===== src/rtl/tweezer_param_writer.sv =====
// tweezer_param_writer: decodes framed host commands (A5 ADDR DHI DLO CSUM)
// into parameter writes for the tweezer PI feedback controller and answers
// each complete frame with an ACK (0x06) or NAK (0x15) byte.
// Optional build macro READBACK_EN: ADDR bit7 set reads back register
// ADDR[6:0] as ACK, DHI, DLO; without it such addresses are NAKed.
module tweezer_param_writer #(
  parameter int DATA_W         = 16,
  parameter int COEFF_W        = 10,
  parameter int LARGE_COEFF_W  = 10,
  parameter int MULT_ONE       = 128,
  parameter int TIMEOUT_CYCLES = 100000
) (
  input  logic                     clk,
  input  logic                     reset,
  input  logic [7:0]               rx_data,
  input  logic                     rx_valid,
  output logic                     rx_ready,
  output logic [7:0]               tx_data,
  output logic                     tx_valid,
  input  logic                     tx_ready,
  output logic [COEFF_W-1:0]       pi_kp,
  output logic [COEFF_W-1:0]       pi_ki,
  output logic                     pi_kp_update,
  output logic                     pi_ki_update,
  output logic [DATA_W-1:0]        pi_setpoint,
  output logic [DATA_W-1:0]        pi_limit_lo,
  output logic [DATA_W-1:0]        pi_limit_hi,
  output logic [DATA_W-1:0]        output_when_pi_disabled,
  output logic [DATA_W-1:0]        sum_div_offset,
  output logic [DATA_W-1:0]        z_offset,
  output logic [LARGE_COEFF_W-1:0] sum_div_multiplier,
  output logic [LARGE_COEFF_W-1:0] z_multiplier,
  output logic                     pi_reset,
  output logic                     pi_enable,
  output logic                     pi_freeze,
  output logic                     add_feedback,
  output logic                     use_sum,
  output logic [7:0]               frame_error_count
);

  localparam logic [7:0] SOF      = 8'hA5;
  localparam logic [7:0] ACK      = 8'h06;
  localparam logic [7:0] NAK      = 8'h15;
  localparam logic [7:0] CSUM_KEY = 8'h5A;
  localparam logic [7:0] LAST_REG = 8'h0A;
  localparam int         CNT_W    = $clog2(TIMEOUT_CYCLES + 1);

  typedef enum logic [2:0] {
    S_IDLE, S_ADDR, S_DHI, S_DLO, S_CSUM, S_EXEC, S_RESP
  } state_t;

  state_t           r_state;
  logic [7:0]       r_addr;
  logic [7:0]       r_dhi;
  logic [7:0]       r_dlo;
  logic [7:0]       r_csum;
  logic [CNT_W-1:0] r_idle_cnt;

  logic             w_accept;
  logic             w_csum_ok;
  logic             w_is_read;
  logic             w_mapped;
  logic             w_ok;
  logic [7:0]       w_idx;
  logic [15:0]      w_data;

`ifdef READBACK_EN
  logic [15:0]      w_rd_val;
  logic [15:0]      r_rd_word;
  logic [1:0]       r_rd_left;
`endif

  // Bytes are only taken while a frame is being collected, never while a
  // command executes or its response waits for the host.
  assign rx_ready  = (r_state != S_EXEC) && (r_state != S_RESP);
  assign w_accept  = rx_valid && rx_ready;
  assign w_data    = {r_dhi, r_dlo};
  assign w_csum_ok = (r_csum == (r_addr ^ r_dhi ^ r_dlo ^ CSUM_KEY));
`ifdef READBACK_EN
  assign w_is_read = r_addr[7];
  assign w_idx     = {1'b0, r_addr[6:0]};
`else
  assign w_is_read = 1'b0;
  assign w_idx     = r_addr;
`endif
  assign w_mapped  = (w_idx <= LAST_REG);
  assign w_ok      = w_csum_ok && w_mapped;

`ifdef READBACK_EN
  // Zero-extended view of the addressed register for read commands.
  always_comb begin
    w_rd_val = '0;
    case (w_idx)
      8'h00:   w_rd_val = 16'(pi_kp);
      8'h01:   w_rd_val = 16'(pi_ki);
      8'h02:   w_rd_val = 16'(pi_setpoint);
      8'h03:   w_rd_val = 16'(pi_limit_lo);
      8'h04:   w_rd_val = 16'(pi_limit_hi);
      8'h05:   w_rd_val = 16'(output_when_pi_disabled);
      8'h06:   w_rd_val = 16'(sum_div_offset);
      8'h07:   w_rd_val = 16'(sum_div_multiplier);
      8'h08:   w_rd_val = 16'(z_offset);
      8'h09:   w_rd_val = 16'(z_multiplier);
      8'h0A:   w_rd_val = {11'd0, use_sum, add_feedback, pi_freeze, pi_enable, pi_reset};
      default: w_rd_val = '0;
    endcase
  end
`endif

  // Frame FSM with registered parameter outputs, strobes and response.
  always_ff @(posedge clk) begin
    if (reset) begin
      r_state                 <= S_IDLE;
      r_addr                  <= '0;
      r_dhi                   <= '0;
      r_dlo                   <= '0;
      r_csum                  <= '0;
      r_idle_cnt              <= '0;
      tx_data                 <= '0;
      tx_valid                <= 1'b0;
      pi_kp                   <= '0;
      pi_ki                   <= '0;
      pi_kp_update            <= 1'b0;
      pi_ki_update            <= 1'b0;
      pi_setpoint             <= '0;
      pi_limit_lo             <= {1'b1, {(DATA_W-1){1'b0}}};
      pi_limit_hi             <= {1'b0, {(DATA_W-1){1'b1}}};
      output_when_pi_disabled <= '0;
      sum_div_offset          <= '0;
      z_offset                <= '0;
      sum_div_multiplier      <= LARGE_COEFF_W'(MULT_ONE);
      z_multiplier            <= LARGE_COEFF_W'(MULT_ONE);
      {use_sum, add_feedback, pi_freeze, pi_enable, pi_reset} <= 5'b00001;
      frame_error_count       <= '0;
`ifdef READBACK_EN
      r_rd_word               <= '0;
      r_rd_left               <= '0;
`endif
    end else begin
      pi_kp_update <= 1'b0;
      pi_ki_update <= 1'b0;
      case (r_state)
        S_IDLE: begin
          if (w_accept && (rx_data == SOF)) begin
            r_state    <= S_ADDR;
            r_idle_cnt <= '0;
          end
        end
        S_ADDR, S_DHI, S_DLO, S_CSUM: begin
          if (w_accept) begin
            r_idle_cnt <= '0;
            case (r_state)
              S_ADDR:  begin r_addr <= rx_data; r_state <= S_DHI;  end
              S_DHI:   begin r_dhi  <= rx_data; r_state <= S_DLO;  end
              S_DLO:   begin r_dlo  <= rx_data; r_state <= S_CSUM; end
              default: begin r_csum <= rx_data; r_state <= S_EXEC; end
            endcase
          end else if (r_idle_cnt == CNT_W'(TIMEOUT_CYCLES)) begin
            // Stalled host: abandon the partial frame without a reply.
            r_state <= S_IDLE;
          end else begin
            r_idle_cnt <= r_idle_cnt + CNT_W'(1);
          end
        end
        S_EXEC: begin
          r_state  <= S_RESP;
          tx_valid <= 1'b1;
          if (!w_ok) begin
            tx_data <= NAK;
            if (frame_error_count != 8'hFF) frame_error_count <= frame_error_count + 8'd1;
          end else begin
            tx_data <= ACK;
`ifdef READBACK_EN
            if (w_is_read) begin
              r_rd_word <= w_rd_val;
              r_rd_left <= 2'd2;
            end else
`endif
            begin
              case (w_idx)
                8'h00: begin pi_kp <= w_data[COEFF_W-1:0]; pi_kp_update <= 1'b1; end
                8'h01: begin pi_ki <= w_data[COEFF_W-1:0]; pi_ki_update <= 1'b1; end
                8'h02: pi_setpoint             <= w_data[DATA_W-1:0];
                8'h03: pi_limit_lo             <= w_data[DATA_W-1:0];
                8'h04: pi_limit_hi             <= w_data[DATA_W-1:0];
                8'h05: output_when_pi_disabled <= w_data[DATA_W-1:0];
                8'h06: sum_div_offset          <= w_data[DATA_W-1:0];
                8'h07: sum_div_multiplier      <= w_data[LARGE_COEFF_W-1:0];
                8'h08: z_offset                <= w_data[DATA_W-1:0];
                8'h09: z_multiplier            <= w_data[LARGE_COEFF_W-1:0];
                8'h0A: {use_sum, add_feedback, pi_freeze, pi_enable, pi_reset} <= w_data[4:0];
                default: ;
              endcase
            end
          end
        end
        S_RESP: begin
          if (tx_ready) begin
`ifdef READBACK_EN
            if (r_rd_left != 2'd0) begin
              tx_data   <= (r_rd_left == 2'd2) ? r_rd_word[15:8] : r_rd_word[7:0];
              r_rd_left <= r_rd_left - 2'd1;
            end else
`endif
            begin
              tx_valid <= 1'b0;
              r_state  <= S_IDLE;
            end
          end
        end
        default: r_state <= S_IDLE;
      endcase
    end
  end

endmodule


===== config.mk =====
export PLATFORM = sky130hd
export DESIGN_NAME = tweezer_param_writer
export DESIGN_NICKNAME = d
export VERILOG_FILES = /design/src/rtl/tweezer_param_writer.sv
export SDC_FILE = /design/constraint.sdc
export NUM_CORES = 1
export LEC_CHECK = 0
export CORE_MARGIN = 5
export CORE_UTILIZATION = 35
export DETAILED_ROUTE_END_ITERATION = 10
export PLACE_DENSITY = 0.69
export SETUP_SLACK_MARGIN = 0.1
export SYNTH_ARGS = -nofsm -noshare
export SYNTH_HDL_FRONTEND = slang
export SYNTH_SLANG_ARGS = --single-unit
export TNS_END_PERCENT = 30

===== constraint.sdc =====
create_clock -name clk -period 2.4 [get_ports clk]
set_input_delay 0.36 -clock clk [delete_from_list [all_inputs] [get_ports clk]]
set_output_delay 0.36 -clock clk [all_outputs]
set_load 0.02 [all_outputs]

==> results.cfg <==
[global_route]
antenna_found_initial = 1
grt_first_pass_wirelength_mm = 38.2
grt_pass1_vias = 6640
grt_overflow = 0
grtUsageTotal_pct = 16.9
grt_start_max_net_pins = 105

[logic_synthesis]
async_flop_share_pct = 0
synth_ff_type = dfxtp_1
yosysWarningCount = 0
ys_types = 57
synth_seq_cells = 207
synthCells = 887
syn_area_sq_um = 8520
syn_avg_cell_area_sq_um = 9.60
ys_seq_area_share_pct = 48.7
synth_edf_count = 0

[worst_setup_path]
r2r_slack_ns = 0.15
end_kind = register
cp_cell_sequence = or4_4 > or3_4 > nor2_4 > and4_4 > nor2b_1 > a211o_1
worstPathArrival_ns = 2.65
worstReg2RegEnd = pi_limit_hi[14]
slowest_stage = or4_4
slowest_delay_ns = 0.56
critPathRequiredTime_ns = 2.80
timing_worst_setup_path_type = reg2reg
crit_fanout = 8
r2r_cells = 6
reg2reg_from = r_addr[7]
setup.worst_path.start_class = register
worstSetupEndpoint = pi_limit_hi[14]
crit_start = r_addr[7]

[sta]
slew_headroom_pct = 45.3
fin_crit_sh_pct = 93.9
setup_violations = 0
max_freq_mhz = 444
grt_setup_unrepaired = yes
hold_violations = 0
skew_ns = 0.0133
fin_crit_ns = 2.25
tns_ns = 0
worst_pin_slew_ns = 0.820
drv_slew = 0
setup_ws_ns = 0.146
fin_hold_ws_ns = 0.377

[cts]
numCtsBuffers = 24
cts_hold_buf = 0
cts.clk_slew.worst_paths_ns = 0.06
tritoncts = built
ctsHtreeMaxLevel = 1
clock_latency_ns = 0.52
cts_num_sinks = 207
cts_buffer_depth = 3
root_buffer = clkbuf_16

[layout]
nets = 1089
drive_gt1_share_pct = 12.0
final_common_cell = dfxtp_1
final_cell_mix = dfxtp_1 (204), nor2_1 (173), clkdlybuf4s50_1 (167)
area_growth_pct = 36.4
fin_cells = 1416
num_antenna_cells = 0

[placed_design]
place.port_buffers = 168
dp_hpwl_mm = 16.2
dp.cells = 1363
place_ws_ns = 0.0456
place.gp.congestion = 0.859

[detailed_routing]
wl_per_cell_microns = 17.4
drtPass1Iterations = 5
drc = 0
drtIter0Drc = 406
viasPerCell = 4.87
drt-total-wl_mm = 24.7
drtAntennaViolNets = 0
vias = 6898

[power_and_ir_drop]
ir_worst_vdd_mv = 0.411
p_leak_uw = 0.00483
total_power_uw = 7340
pwr_density_cell_nw_per_um2 = 632

[flow_run]
drv_cap = 0

[die]
coreArea_sq_um = 24100
ios = 173
dieArea_sq_um = 27500
die_w_microns = 166
row_count = 57
die_y_microns = 166
start_util_pct = 35.3

[worst_hold_path]
min_path_type = in2reg

[run_status]
status = finished clean
## metal layers
layer / track usage [%] / share of wire (%) / wire length [microns] / vias up
li1: - / - / - / 3379
met1: 22.5 / 44 / 10900 / 3261
met2: 27.7 / 46 / 11400 / 199
met3: 3.59 / 6.3 / 1550 / 57
met4: 5.52 / 3.3 / 824 / 2
met5: 0 / 0.077 / 19 / -
## worst min path at each step
stage                                      from                     to  cells past startpoint  slack (ns)
after floorplan                       r_csum[3]              r_csum[3]                      2        0.44
after CTS                                 reset               r_dhi[6]                      2        0.37
after global routing                      reset        pi_setpoint[11]                      2        0.39
after global placement                r_csum[3]              r_csum[3]                      2        0.45
after detailed placement  sum_div_multiplier[7]  sum_div_multiplier[7]                      1        0.46
final                                     reset               r_dhi[2]                      2        0.38
## flip-flops by register name, indices dropped and copies added (netlist names), 10 cells and up
name / flops
sum_div_multiplier: 10
pi_limit_hi: 16
pi_limit_lo: 16
z_offset: 16
pi_kp: 10
pi_ki: 10
r_idle_cnt: 17
sum_div_offset: 16
output_when_pi_disabled: 16
pi_setpoint: 16
z_multiplier: 10
## power breakdown
part,internal (uW),switching (uW),leakage [uW]
Combinational,41.3,89.7,0.00275
Clock,2290,1480,0.000410
Sequential,3440,0.691,0.00167
Total,5770,1570,0.00483
## critical path, delay by kind of cell, from the launching register on
family	cells	cell delay [ns]
simple gates	5	1.51
flops	1	0.35
compound gates	1	0.27
## cells in the mapped netlist (all sizes together) (10+ instances only)
cell	number	area, sq um
nor3	10	55.1
mux2i	134	1340
clkbuf	40	150
nor2	175	657
a211o	18	158
nor2b	25	156
inv	11	41.3
buf	31	258
nand2	66	248
nand4	14	154
dfxtp	207	4140
nand3	14	75.1
a21oi	34	170
xnor2	29	254
## final cells by class
class	count	area, sq um
inverters	11	41.3
well taps	324	405
multi-input cells	603	4000
flip-flops and latches	207	4150
clock inverters	16	178
fillers	2282	12500
clock buffers	28	656
repair buffers	227	2190
## per-stage QoR
stage                     instance area [sq um]  util (%)
final                                     11600      48.2
after global routing                      11600      48.2
after CTS                                 11500      47.7
after detailed placement                  10700      44.2
after global placement                    10700      44.2
after floorplan                            8530         -
## cell families after synthesis
kind of cell	Yosys count	synth area share [%]
AOI/OAI and AO/OA	74	5.70
xor gates and xnor gates	36	3.86
adders and majority gates	3	0.441
buffers and inverters	82	5.27
DFF	207	48.7
muxes	138	16.3
other	1	0.0440
and+or+nand+nor	346	19.7
## timing repair
action / in CTS / in global routing
endpoints found under the setup margin: 106 / 151
cloned: 0 / 2
pin swaps: 1 / 3
setup buffers: 0 / 7
hold endpoints to repair: 0 / 0
gates resized for setup: 1 / 16
Power figures use the tool's default switching activity.
